<file path="src/rtl/calc_entry_fsm.sv">
// Calculator entry/control FSM: assembles BCD operands and operator from key strobes and
// sequences the ALU. Define CALC_BACKSPACE_EN to turn key D into backspace.
module calc_entry_fsm #(
  parameter int unsigned ALU_LAT    = 1,
  parameter int unsigned NUM_DIGITS = 4
) (
  input  logic        CLK,
  input  logic        RESET,
  input  logic [3:0]  BCDKey,
  input  logic        KeyRead,
  input  logic [15:0] ALURes,
  output logic [15:0] ALUNum1,
  output logic [15:0] ALUNum2,
  output logic [3:0]  ALUOp,
  output logic [15:0] Display,
  output logic        Busy
);

  typedef enum logic [1:0] {StEnter1, StEnter2, StWait, StShow} state_e;

  localparam logic [2:0] MaxCnt   = 3'(NUM_DIGITS);
  localparam logic [4:0] WaitLast = 5'(ALU_LAT);

  state_e      state_q, state_d;
  logic [15:0] num1_q, num1_d, num2_q, num2_d, disp_q, disp_d;
  logic [3:0]  op_q, op_d, pend_q, pend_d;
  logic [2:0]  cnt1_q, cnt1_d, cnt2_q, cnt2_d;
  logic [4:0]  wcnt_q, wcnt_d;
  logic        chain_q, chain_d, busy_q, busy_d;
  logic        key_digit, key_op, key_eq, key_clr, key_bs;
  logic [2:0]  res_cnt;

  function automatic logic digit_ok(logic [15:0] num, logic [2:0] cnt, logic [3:0] key);
    return (cnt < MaxCnt) && !((key == 4'h0) && (num == 16'h0000));
  endfunction

  always_comb begin
    key_digit = (BCDKey <= 4'd9);
    key_eq    = (BCDKey == 4'hE);
    key_clr   = (BCDKey == 4'hF);
`ifdef CALC_BACKSPACE_EN
    key_bs    = (BCDKey == 4'hD);
    key_op    = (BCDKey >= 4'hA) && (BCDKey <= 4'hC);
`else
    key_bs    = 1'b0;
    key_op    = (BCDKey >= 4'hA) && (BCDKey <= 4'hD);
`endif
  end

  // Significant digits of the result, so further entry continues from the right count.
  always_comb begin
    res_cnt = 3'd0;
    if (ALURes[15:12] != 4'h0)     res_cnt = 3'd4;
    else if (ALURes[11:8] != 4'h0) res_cnt = 3'd3;
    else if (ALURes[7:4] != 4'h0)  res_cnt = 3'd2;
    else if (ALURes[3:0] != 4'h0)  res_cnt = 3'd1;
  end

  always_comb begin
    state_d = state_q;
    num1_d  = num1_q;
    num2_d  = num2_q;
    op_d    = op_q;
    pend_d  = pend_q;
    cnt1_d  = cnt1_q;
    cnt2_d  = cnt2_q;
    wcnt_d  = wcnt_q;
    chain_d = chain_q;
    disp_d  = disp_q;

    unique case (state_q)
      StEnter1: begin
        if (KeyRead) begin
          if (key_digit) begin
            if (digit_ok(num1_q, cnt1_q, BCDKey)) begin
              num1_d = {num1_q[11:0], BCDKey};
              cnt1_d = cnt1_q + 3'd1;
            end
          end else if (key_op) begin
            op_d    = BCDKey;
            num2_d  = 16'h0000;
            cnt2_d  = 3'd0;
            state_d = StEnter2;
          end else if (key_bs && (cnt1_q != 3'd0)) begin
            num1_d = {4'h0, num1_q[15:4]};
            cnt1_d = cnt1_q - 3'd1;
          end
        end
      end
      StEnter2: begin
        if (KeyRead) begin
          if (key_digit) begin
            if (digit_ok(num2_q, cnt2_q, BCDKey)) begin
              num2_d = {num2_q[11:0], BCDKey};
              cnt2_d = cnt2_q + 3'd1;
            end
          end else if (key_op) begin
            if (cnt2_q == 3'd0) begin
              op_d = BCDKey;
            end else begin
              pend_d  = BCDKey;
              chain_d = 1'b1;
              wcnt_d  = 5'd0;
              state_d = StWait;
            end
          end else if (key_eq) begin
            if (cnt2_q != 3'd0) begin
              wcnt_d  = 5'd0;
              state_d = StWait;
            end
          end else if (key_bs && (cnt2_q != 3'd0)) begin
            num2_d = {4'h0, num2_q[15:4]};
            cnt2_d = cnt2_q - 3'd1;
          end
        end
      end
      StWait: begin
        if (wcnt_q == WaitLast) begin
          num1_d = ALURes;
          cnt1_d = res_cnt;
          if (chain_q) begin
            op_d    = pend_q;
            num2_d  = 16'h0000;
            cnt2_d  = 3'd0;
            chain_d = 1'b0;
            state_d = StEnter2;
          end else begin
            state_d = StShow;
          end
        end else begin
          wcnt_d = wcnt_q + 5'd1;
        end
      end
      StShow: begin
        if (KeyRead) begin
          if (key_digit) begin
            num1_d  = {12'h000, BCDKey};
            cnt1_d  = {2'b00, (BCDKey != 4'h0)};
            state_d = StEnter1;
          end else if (key_op) begin
            op_d    = BCDKey;
            num2_d  = 16'h0000;
            cnt2_d  = 3'd0;
            state_d = StEnter2;
          end else if (key_eq) begin
            wcnt_d  = 5'd0;
            state_d = StWait;
          end else if (key_bs) begin
            if (cnt1_q != 3'd0) begin
              num1_d = {4'h0, num1_q[15:4]};
              cnt1_d = cnt1_q - 3'd1;
            end
            state_d = StEnter1;
          end
        end
      end
      default: state_d = StEnter1;
    endcase

    // Clear is honoured everywhere except while the ALU is in flight.
    if (KeyRead && key_clr && (state_q != StWait)) begin
      state_d = StEnter1;
      num1_d  = 16'h0000;
      num2_d  = 16'h0000;
      op_d    = 4'hA;
      pend_d  = 4'hA;
      cnt1_d  = 3'd0;
      cnt2_d  = 3'd0;
      wcnt_d  = 5'd0;
      chain_d = 1'b0;
    end

    case (state_d)
      StEnter2: disp_d = (cnt2_d == 3'd0) ? num1_d : num2_d;
      StWait:   disp_d = disp_q;
      default:  disp_d = num1_d;
    endcase
    busy_d = (state_d == StWait);
  end

  always_ff @(posedge CLK or posedge RESET) begin
    if (RESET) begin
      state_q <= StEnter1;
      num1_q  <= 16'h0000;
      num2_q  <= 16'h0000;
      op_q    <= 4'hA;
      pend_q  <= 4'hA;
      cnt1_q  <= 3'd0;
      cnt2_q  <= 3'd0;
      wcnt_q  <= 5'd0;
      chain_q <= 1'b0;
      disp_q  <= 16'h0000;
      busy_q  <= 1'b0;
    end else begin
      state_q <= state_d;
      num1_q  <= num1_d;
      num2_q  <= num2_d;
      op_q    <= op_d;
      pend_q  <= pend_d;
      cnt1_q  <= cnt1_d;
      cnt2_q  <= cnt2_d;
      wcnt_q  <= wcnt_d;
      chain_q <= chain_d;
      disp_q  <= disp_d;
      busy_q  <= busy_d;
    end
  end

  assign ALUNum1 = num1_q;
  assign ALUNum2 = num2_q;
  assign ALUOp   = op_q;
  assign Display = disp_q;
  assign Busy    = busy_q;

endmodule

</file>
<file path="config.mk">
export PLATFORM = sky130hd
export DESIGN_NAME = calc_entry_fsm
export DESIGN_NICKNAME = d
export VERILOG_FILES = /design/src/rtl/calc_entry_fsm.sv
export SDC_FILE = /design/constraint.sdc
export NUM_CORES = 1
export LEC_CHECK = 0
export ABC_CLOCK_PERIOD_IN_PS = 3850
export CAP_MARGIN = 15
export CORE_UTILIZATION = 40
export CTS_CLUSTER_DIAMETER = 150
export DETAILED_ROUTE_END_ITERATION = 7
export GPL_TIMING_DRIVEN = 0
export SETUP_SLACK_MARGIN = 0.02
export SLEW_MARGIN = 20
export SYNTH_ARGS = -nofsm -noshare
export SYNTH_HDL_FRONTEND = slang
export SYNTH_SLANG_ARGS = --single-unit
</file>
<file path="constraint.sdc">
create_clock -name CLK -period 3.85 [get_ports CLK]
set_input_delay 1.155 -clock CLK [delete_from_list [all_inputs] [get_ports CLK]]
set_output_delay 1.155 -clock CLK [all_outputs]
set_load 0.02 [all_outputs]
</file>
Yosys cells after proc, flatten, opt, wreduce, memory -nomap -nowiden --
Index checks and enable logic that the tools add are counted.
Word-level totals: logic and storage cells 181, input bits 23, output and inout bits 53, register bits after elaboration 71
Operators by class: mux-type cells 96, add/sub/neg operators 3, reduce and logical (&&, ||, !) cells 33, eq/ne operators 33, magnitude comparators 5
Operator list (number):
- 16-bit two-way mux | 17
- 16-bit one-hot mux with 3 select lines | 2
- 4-bit two-way mux | 16
- 5-bit two-way mux | 12
- 3-bit two-way mux | 17
- 3-bit inequality test, second input constant | 16
- 2-bit two-way mux | 18
- 16-bit logical NOT | 2
- 16-bit one-hot mux with 2 select lines | 1
- 4-bit nonzero test | 7
- 3-bit one-hot mux with 3 select lines | 2
- 5-bit one-hot mux with 3 select lines | 1
- 4-bit inequality test, second input constant | 3
- 4-bit one-hot mux with 3 select lines | 1
- 11-bit AND reduction | 1
- 9-bit AND reduction | 1
- 4-bit == test, second input constant | 2
- 4-bit <= comparator, second input constant | 2
- 2-bit one-hot mux with 4 select lines | 1
- 1-bit logical AND | 7
- 1-bit two-way mux | 7
- 7-bit AND reduction | 1
- 3-bit by 1-bit adder with 3-bit output, second input constant | 2
- 2-bit == test, second input constant | 3
- 19 further kinds | 28

Logic depth before layout (Yosys ltp) --
Gate-level depths: netlist of run 1.
depth after elaboration 12, gate-level depth with buffers 10

Worst setup path after synthesis of run 1 --
Ideal clock, no wire load.
path type input -> register, from input BCDKey[1], to register disp_q[5] (netlist: Display[5]), slack 0.611 ns, required time 3.724 ns, stages 9, setup time 0.126 ns, arrival time 3.113 ns, path through buf_2 nor4_2 nand3_1 o211ai_2 nor3b_1 clkbuf_1 a221o_1 and3b_1 a221o_1
Between the ends: elaborated cells between the ends (all ways) 56
RTL lines:
- start, declared | line 9 | input logic [3:0] BCDKey,
- 4-bit logical NOT | line 34 | return (cnt < MaxCnt) && !((key == 4'h0) && (num == 16'h0000));
- 1-bit logical AND | line 34
- 1-bit logical NOT | line 34
- 1-bit logical AND | line 34
- 16-bit two-way mux | line 75 | if (digit_ok(num1_q, cnt1_q, BCDKey)) begin
- 16-bit two-way mux | line 74 | if (key_digit) begin
- 16-bit two-way mux | line 73 | if (KeyRead) begin
- 16-bit one-hot mux with 3 select lines | line 71 | unique case (state_q)
- 16-bit two-way mux (*) | line 161 | if (KeyRead && key_clr && (state_q != StWait)) begin
- via num1_d[5] | line 25 | logic [15:0] num1_q, num1_d, num2_q, num2_d, disp_q, disp_d;
- 16-bit two-way mux | line 174 | StEnter2: disp_d = (cnt2_d == 3'd0) ? num1_d : num2_d;
- 16-bit one-hot mux with 2 select lines (*) | line 173 | case (state_d)
- end signal, assigned | line 204 | disp_q <= disp_d;
- end, declared | line 25
The timed path passes the listed nets; every way through them passes the cells marked *. A chain may end at the register's enable or synchronous reset.

Worst setup path in the final report of run 1 --
from input BCDKey[2], to register disp_q[11] (netlist: Display[11])
Between the ends: elaborated cells between the ends (all ways) 56
RTL lines (line):
- parallel branches: the longest is 8 deep, another holds 4-bit >= comparator
- 16-bit two-way mux (*) | 161
- via num2_d[11] | 25
- 16-bit two-way mux (*) | 174
- 16-bit one-hot mux with 2 select lines (*) | 173
Mark *: on every way through the listed nets, which the timed path passes.

==> results.md, run 1 <==
Hold path:
- The path class of the tightest hold or removal check is reg -> reg.

Placed design:
- Timing analysis after detailed placement gives a worst setup slack of -0.612 ns.
- Detailed placement ended at an HPWL of 9090 um.
- The post-placement cell count is between 600 and 700.
- The count of port buffers added during placement is 73.
- Summing all placed instances gives a cell area of 4910 um2.
- The placer congestion estimate is 0.902.

Final layout:
- The ratio of cells with drive above 1 in the final layout is 10.4%.
- The area of all sequential standard cells is 1780 um2.
- The number of diodes is 0.
- The area growth from synthesis to layout is 29.7%.
- In the final layout, the multi-input gates occupy 2030 um2.
- The summed area of non-filler cells in the final layout is roughly 5200 um2.
- After the flow finishes, the layout carries non-filler instances totaling 650.
- The filler cells instantiated in the layout total ~940.
- The net count of the finished layout is 545.

Floorplanning:
- The count of standard-cell rows is 36.
- For this configuration, the core starts out at a cell density of between 40% and 50%.
- The die is 102 um wide.
- The vertical die dimension is 102 um.
- The core box area is 9730 um2.
- The area of the die is about 10000 um2.
- In this run the count of I/O pins placed on the die edge is 76.

Synthesis:
- The count of flip-flops with a built-in enable after synthesis is 0.
- The post-synth design cell area is around 4000 um2.
- During synthesis, Yosys emitted a total of 0 warnings.
- The share of the Yosys chip area taken by registers is 44.7%.
- The fraction of post-synthesis cell area in the top cell type by area is 42.0%.
- Counting instances in the post-synthesis netlist gives the leading cell types as dfrtp_1, nand2_1, a21oi_1.
- The net count after synthesis is 459.
- The cell count after synthesis came out at 426.
- Counting flops and latches in the post-synthesis netlist gives 71.
- Among all cell types in the netlist, the one instantiated most often is dfrtp_1.
- After synthesis, the cell types taking the most area are dfrtp_1, nand2_1, a221o_1, a21oi_1, ha_1.
- The netlist uses 63 different library cells.
- Dividing the synthesized area by the synthesized cell count gives 9.36 um2.
- The cell taking the most area after synthesis is dfrtp_1.
- The most used flip-flop cell after synthesis is dfrtp_1.
- The post-synthesis async set-or-reset flop share is 100%.

Setup path:
- The critical path in this run is classified as in -> reg.
- The worst setup path is launched from an input pin.
- The data required time of the critical path is 4.10 ns.
- The critical path capture point type is a register.
- For this run, the slowest stage of the critical path takes 0.59 ns.
- Of all nets on the critical path, the largest fanout is 10.
- The slowest stage of the critical path belongs to the cell clkdlybuf4s50_1.
- The worst path buffer plus inverter count is 3.
- The signal on the critical path passes through clkdlybuf4s50_1, buf_2, nand3_1, nor2_1, nand2_1, o31ai_1, clkbuf_4, a21oi_1, a221o_1.
- The endpoint arrival time on the critical path is 3.94 ns.
- The cell family contributing the most delay on the critical path is buffers and inverters.

Drt:
- The total DRC errors in the routed layout is 0.
- Summed over all layers, the routed wires come to approximately 12000 um.
- The pre-antenna-repair detailed-routing pass consisted of 7 iterations.
- The detailed router finished its first iteration with 331 violations.
- The routed length per instance is 19.2 um.
- The remaining number of nets flagged by the antenna check after routing is 0.
- The detailed-route vias per instance is 5.71.
- The via total after detailed routing is between 3000 and 4000.

Run status:
- The run finished with clean final reports.

Power:
- The worst-case IR drop observed on VDD is 0.337 mV.
- For this design the static power due to leakage is 2.23 nW.
- For this design the total switching power over the nets is approximately 1.8 mW.
- The internal power of the cells totals 2.25 mW.
- The portion of total power attributed to the clock network is 15.1%.
- The combinational cell fraction of total power is 54.7%.
- The power per standard cell area is 790 nW/um2.
- The sequential group share of total power is 30.3%.
- Of the total power, the share spent switching nets is 44.8%.

Global route:
- The pin count of the biggest net entering global routing is 56.
- The total congestion overflow is 0.
- The first global-routing pass estimated 19800 um of wire.
- The total routing usage reported by global routing is 25.7%.
- The number of antenna violations at the first check in global routing came to 0.
- The number of global-route vias before repair is roughly 3600.

STA:
- The final hold violation count was 0.
- Setup violations remaining at the end of the flow were counted as 0.
- The final critical path takes up 95.7% of the cycle.
- For the finished layout, the period the worst path requires is 3.68 ns.
- Hold is met by 0.503 ns.
- Based on the critical path, the design can be clocked at up to roughly 270 MHz.
- The slew of the pin with the lowest slew margin is 0.800 ns.
- Setup slack on the critical path of the routed design comes to 0.165 ns.
- The clock arrives with 0.00957 ns of skew.
- The number of pins with negative max-slew slack in the final report is 0.
- Setup repair after global routing left no endpoint under its margin.
- In this run the tightest slew margin relative to its limit is 46.2%.

Clock tree:
- The clock latency at the later pin of the worst-skew pair is ~0.36 ns.
- Counting the buffers created by CTS gives 9.
- TritonCTS built the clock tree.
- In this run the clock root is driven by a clkbuf_8.
- The maximum buffer depth of the clock tree is 2.
- The total number of H-tree levels is 3.
- Hold repair after CTS inserted 0 buffers.
- Counting every sink on the clock net gives 71.
- The clock-pin slew reported for the worst setup and hold paths after clock tree synthesis is 0.08 ns.

Flow run:
- The number of maximum-capacitance violations is 0.
## layout make-up
cell class	count	share of cell area (%)
clock inverters	6	1.36
multi-input cells	304	39.4
plain buffers	26	2.47
clock buffers	10	2.47
well taps	133	3.22
inverters	25	1.86
repair buffers	75	14.8
flip-flops and latches	71	34.5
## worst register-to-register path: stages, from the launching register on
cell and delay (ns):
dfrtp_1 0.42, inv_1 0.07, ha_1 0.16, nor4b_4 0.54, o21ai_0 0.28, o31ai_1 0.74
clkbuf_4 0.38, a21oi_1 0.10, a221o_1 0.36
## final timing paths
kind,startpoint,endpoint,slack (ns),cells after the start
min in group asynchronous,RESET,ALUOp[0]$_DFFE_PP0P_,1.08,2
worst max-delay path,BCDKey[2],Display[11]$_DFFE_PP0N_,0.17,9
worst max register to register,wcnt_q[1]$_DFFE_PP0P_,Display[11]$_DFFE_PP0N_,0.69,8
worst min-delay path,ALUOp[3]$_DFFE_PP1P_,ALUOp[3]$_DFFE_PP1P_,0.50,2
worst min register to register,ALUOp[3]$_DFFE_PP1P_,ALUOp[3]$_DFFE_PP1P_,0.50,2
max in group asynchronous,RESET,ALUNum1[8]$_DFF_PP0_,2.22,3
## power by group through the flow
stage	clock, mW	combinational [mW]	sequential [mW]
2_1_floorplan	0	1.24	1.38
3_3_place_gp	0	2.16	1.24
3_5_place_dp	0	2.17	1.24
4_1_cts	0.632	2.19	1.23
5_1_grt	0.667	2.44	1.27
6_report	0.616	2.23	1.24
## cell usage in the layout (no fill, tap or decap), drive strengths merged, types with 3 or more instances in the layout
| cell | Yosys | final |
|---|---|---|
| nor4 | 14 | 14 |
| mux2 | 3 | 3 |
| nand3 | 14 | 14 |
| clkinvlp | 0 | 3 |
| ha | 10 | 10 |
| nor2b | 4 | 4 |
| nor3 | 6 | 6 |
| o31ai | 5 | 5 |
| o221ai | 3 | 3 |
| a21oi | 39 | 39 |
| a221oi | 4 | 4 |
| and3 | 3 | 3 |
| nand2b | 6 | 6 |
| a211oi | 3 | 3 |
| nand2 | 54 | 54 |
| inv | 25 | 26 |
| dfstp | 4 | 4 |
| mux2i | 5 | 5 |
| o21ai | 19 | 19 |
| clkdlybuf4s50 | 0 | 73 |
| a221o | 21 | 21 |
| clkbuf | 13 | 27 |
| buf | 13 | 11 |
| dfrtp | 67 | 67 |
| and3b | 6 | 6 |
| nor2 | 26 | 26 |
| and2 | 16 | 16 |
| a222oi | 9 | 9 |
## metrics by stage
step           setup TNS [ns]  total power [mW]  utilization [%]
2_1_floorplan               0              2.62                -
3_3_place_gp           -39.75              3.39             50.2
3_5_place_dp           -10.92              3.41             50.5
4_1_cts                     0              4.05             52.7
5_1_grt                     0              4.37             53.1
6_report                    0              4.08             53.1
## registers in the layout, indices dropped and copies added, names as in the netlist
name	count
ALUNum1	16
ALUNum2	16
Display	16
wcnt_q	5
ALUOp	4
pend_q	4
cnt1_q	3
cnt2_q	3
state_q	2
Busy	1
chain_q	1
## repair_timing
item / 4_1_cts / 5_1_grt
setup endpoints to repair: 15 / 15
buffers inserted: 0 / 1
pin swaps: 1 / 0
resized for setup: 2 / 12
## per-layer routing
layer	global-route usage, %	up-vias	routed length, um
li1	-	1760	-
met1	38.0	1803	6170
met2	37.8	132	5490
met3	4.86	15	663
met4	8.46	0	170
met5	0	-	0
## cells by family after synthesis
kind of cell / synth area share (%)
buf+inv: 5.30
flops: 44.7
compound gates: 22.8
xor+xnor: 0.439
mux: 2.10
fa+ha+maj: 3.14
simple gates: 21.6
Power figures use the tool's default switching activity.
==> inputs of run 2 (changes only) <==
--- a/config.mk
+++ b/config.mk
@@ -7,10 +7,11 @@
 export LEC_CHECK = 0
 export ABC_CLOCK_PERIOD_IN_PS = 3850
 export CAP_MARGIN = 15
-export CORE_UTILIZATION = 40
+export CORE_UTILIZATION = 56
 export CTS_CLUSTER_DIAMETER = 150
 export DETAILED_ROUTE_END_ITERATION = 7
 export GPL_TIMING_DRIVEN = 0
+export PLACE_DENSITY = 0.85
 export SETUP_SLACK_MARGIN = 0.02
 export SLEW_MARGIN = 20
 export SYNTH_ARGS = -nofsm -noshare
==> results.md, run 2 (synthesis results as in run 1) <==
Setup path:
- The largest fanout on the critical path is 10 (unchanged).
- The startpoint of the worst-slack reg-to-reg timing path is wcnt_q[1]$_DFFE_PP0P_.
- The capturing point of the worst reg2reg path is Display[5]$_DFFE_PP0N_.
- Walking the worst path, the cells encountered are clkdlybuf4s50_1, buf_2, nand3_1, nor2_2, nor3_1, buf_2, a221o_1, and3b_1, a221o_1.
- The logic depth of the worst setup path including buffers is 9 (unchanged).
- The delay of the slowest cell on the worst path came to 0.56 ns (-0.03 ns).
- The setup slack of the worst register-to-register path is 0.72 ns (+0.03 ns).
- The endpoint arrival time on the critical path is 3.96 ns (+0.02 ns).
- The setup path with the least slack is of type in -> reg.
- The data required time of the critical path is 4.09 ns (about the same).
- STA classifies the critical path endpoint as a register.
- The worst path buffer plus inverter count came to 3 (unchanged).
- STA classifies the critical path startpoint as an input pin.
- The kind of cell with the highest combined delay along the critical path is simple AND/OR/NAND/NOR gates.
- The count of cells along the worst register-to-register path is 10 (+2).
- Among all stages on the critical path, the largest delay is contributed by clkdlybuf4s50_1.

Placed design:
- The count of port buffers added during placement is 73 (unchanged).
- The post-placement cell count is 596 (-5.8%).
- The post-detailed-placement half-perimeter wirelength is 8370 um (-7.8%).
- The worst slack at placement is -0.481 ns (+0.131 ns).
- The placer congestion estimate is 0.953 (+5.7%).

STA:
- The worst-case setup margin in the final layout is 0.122 ns (-0.0434 ns).
- The portion of the clock cycle consumed by the worst path in the final layout was 96.8% (+1.1 points).
- Setup repair after global routing could not meet its margin everywhere.
- The final hold violation count was 0 (unchanged).
- The slew of the pin with the lowest slew margin is 0.640 ns (-0.159 ns).
- The final period demand of the worst path came to 3.73 ns (+0.0434 ns).
- The count of endpoints failing setup in the final report is 0 (unchanged).
- The worst slew margin relative to its limit is 56.9% (+11 points).
- The number of pins with negative max-slew slack in the final report is 0 (unchanged).
- The highest clock rate was 268 MHz (-1.2%).
- The worst clock skew on the final layout is 0.00731 ns (-0.00226 ns).

Flow run:
- The number of maximum-capacitance violations is 0 (unchanged).

Clock tree:
- The root buffer cell chosen for the clock tree is clkbuf_8.
- The count of clock tree sinks is 71 (unchanged).
- The clock-pin slew reported for the worst setup and hold paths after clock tree synthesis is 0.08 ns (about the same).
- The total number of H-tree levels is 3 (unchanged).
- The maximum buffer depth of the clock tree is 2 (unchanged).
- The TritonCTS buffer count was 9 (unchanged).
- The clock latency at the later pin of the worst-skew pair came to 0.35 ns (about the same).
- The CTS tree is yes.

Power:
- The post-route total power is 4.03 mW (-1.4%).
- The maximum resistive drop on vdd came to 0.447 mV (+32%).
- The power per standard cell area is 792 nW/um2 (+0.21%).
- The reported leakage power is 2.23 nW (about the same).

Drt:
- The met3 routed wirelength is 1050 um (+58%).
- The sum of met2 wire segment lengths after detailed routing came to 5100 um (-7.1%).
- The detailed-route vias per instance came to 6.25 (+9.6%).
- The overall routed net length is 11500 um (-8.3%).
- After detailed routing, no signal wire sits above met4.
- The total DRC errors in the routed layout is 0 (unchanged).
- The routed length per instance is 18.7 um (-2.6%).
- The via total after detailed routing is 3828 (+3.2%).
- The remaining number of nets flagged by the antenna check after routing was 0 (unchanged).
- The wire length on met1 came to 5010 um (-19%).
- The number of iterations in the first detailed-routing pass is 8 (+1).
- The initial DRC count was 471 (+42%).

Final layout:
- Leaving out fill and tap cells, the most frequent cell in the layout is clkdlybuf4s50_1.
- The number of diodes came to 0 (unchanged).
- The net count of the finished layout is 545 (unchanged).
- The number of standard cells in the layout, taps in and fillers out is 612 (-5.8%).
- The ratio of cells with drive above 1 in the final layout is 9.69% (-0.75 points).
- Compared with the post-synthesis result, the final layout area differs by 27.6%.
- In the layout the commonest cells are clkdlybuf4s50_1, dfrtp_1, nand2_1.

Run status:
- The run finished with clean final reports.

Hold path:
- The worst hold path cell count is 2 (unchanged).
- The worst min-delay path class is reg -> reg.
- In this run the most critical hold path is launched from ALUOp[1]$_DFFE_PP1P_.
- The path with the worst hold slack has its endpoint at ALUOp[1]$_DFFE_PP1P_.

Floorplanning:
- The number of I/O pins is 76 (unchanged).
- The area of the die is 7460 um2 (-28%).
- The vertical die dimension is 86.4 um (-15%).
- The effective utilization at floorplan is 58.4% (+17 points).
- The count of standard-cell rows was 30 (-17%).
- The core box area is 6830 um2 (-30%).
- The die outline width is 86.4 um (-15%).

Global route:
- The number of global-route vias before repair is 3653 (+2.0%).
- The number of antenna violations at the first check in global routing is 0 (unchanged).
- The total routing usage reported by global routing is 32.5% (+6.8 points).
- The wire length of the first global-routing pass came to 18400 um (-7.2%).
- The pin count of the biggest net entering global routing is 59 (+5.4%).
- The total congestion overflow is 0 (unchanged).
==> run 2: report_power, final <==
| group | switching (mW) | leakage (nW) | internal (mW) |
|---|---|---|---|
| clock | 0.291 | 0.0985 | 0.313 |
| sequential | 0.218 | 0.938 | 1.00 |
| combinational | 1.27 | 1.19 | 0.935 |
| total | 1.78 | 2.23 | 2.25 |
==> run 2: through the flow <==
stage               setup TNS [ns]  hold WS (ns)  util [%]  cell area [um2]
global route                     0         0.550      74.5             5090
detailed placement           -6.74         0.502      71.3             4870
finish                           0         0.516      74.5             5090
global placement            -21.32         0.496      70.8             4840
floorplan                        0         0.495         -             3990
CTS                              0         0.519      74.2             5070
==> run 2: repair_timing <==
item,4_1_cts,5_1_grt
buffers inserted,0,1
hold buffers,0,0
setup endpoints to repair,7,17
pin swaps,0,1
gates resized for setup,1,4
==> run 2: layout make-up <==
| class | count | area, um2 |
|---|---|---|
| multi-input cells | 304 | 2010 |
| flip-flops and latches | 71 | 1780 |
| fillers | 510 | 1740 |
| repair buffers | 75 | 766 |
| clock buffers | 10 | 138 |
| well taps | 96 | 120 |
| plain buffers | 26 | 118 |
| inverters | 25 | 96.3 |
| clock inverters | 5 | 56.3 |
==> run 2: routing by layer <==
layer	global-route usage, %	vias up
met2	47.9	213
li1	-	1751
met4	15.0	0
met1	46.3	1834
met5	0	-
met3	6.38	30
==> run 2: how the worst max path moves through the flow <==
stage,end,startpoint,slack (ns)
2_1_floorplan,Display[5]$_DFFE_PP0N_,BCDKey[1],0.61
3_3_place_gp,Display[5]$_DFFE_PP0N_,BCDKey[2],-0.45
3_5_place_dp,Display[5]$_DFFE_PP0N_,BCDKey[2],-0.48
4_1_cts,Display[5]$_DFFE_PP0N_,BCDKey[3],0.03
5_1_grt,Display[3]$_DFFE_PP0N_,BCDKey[3],0.02
6_report,Display[5]$_DFFE_PP0N_,BCDKey[3],0.12
==> run 2: worst register-to-register path: stages (launching register included) <==
cell and delay (ns):
dfrtp_1 0.41, inv_1 0.07, ha_1 0.16, nor4b_4 0.55, o21ai_0 0.31, nor3_1 0.29
nor3_1 0.13, buf_2 0.21, a221o_1 0.39, and3b_1 0.22, a221o_1 0.27
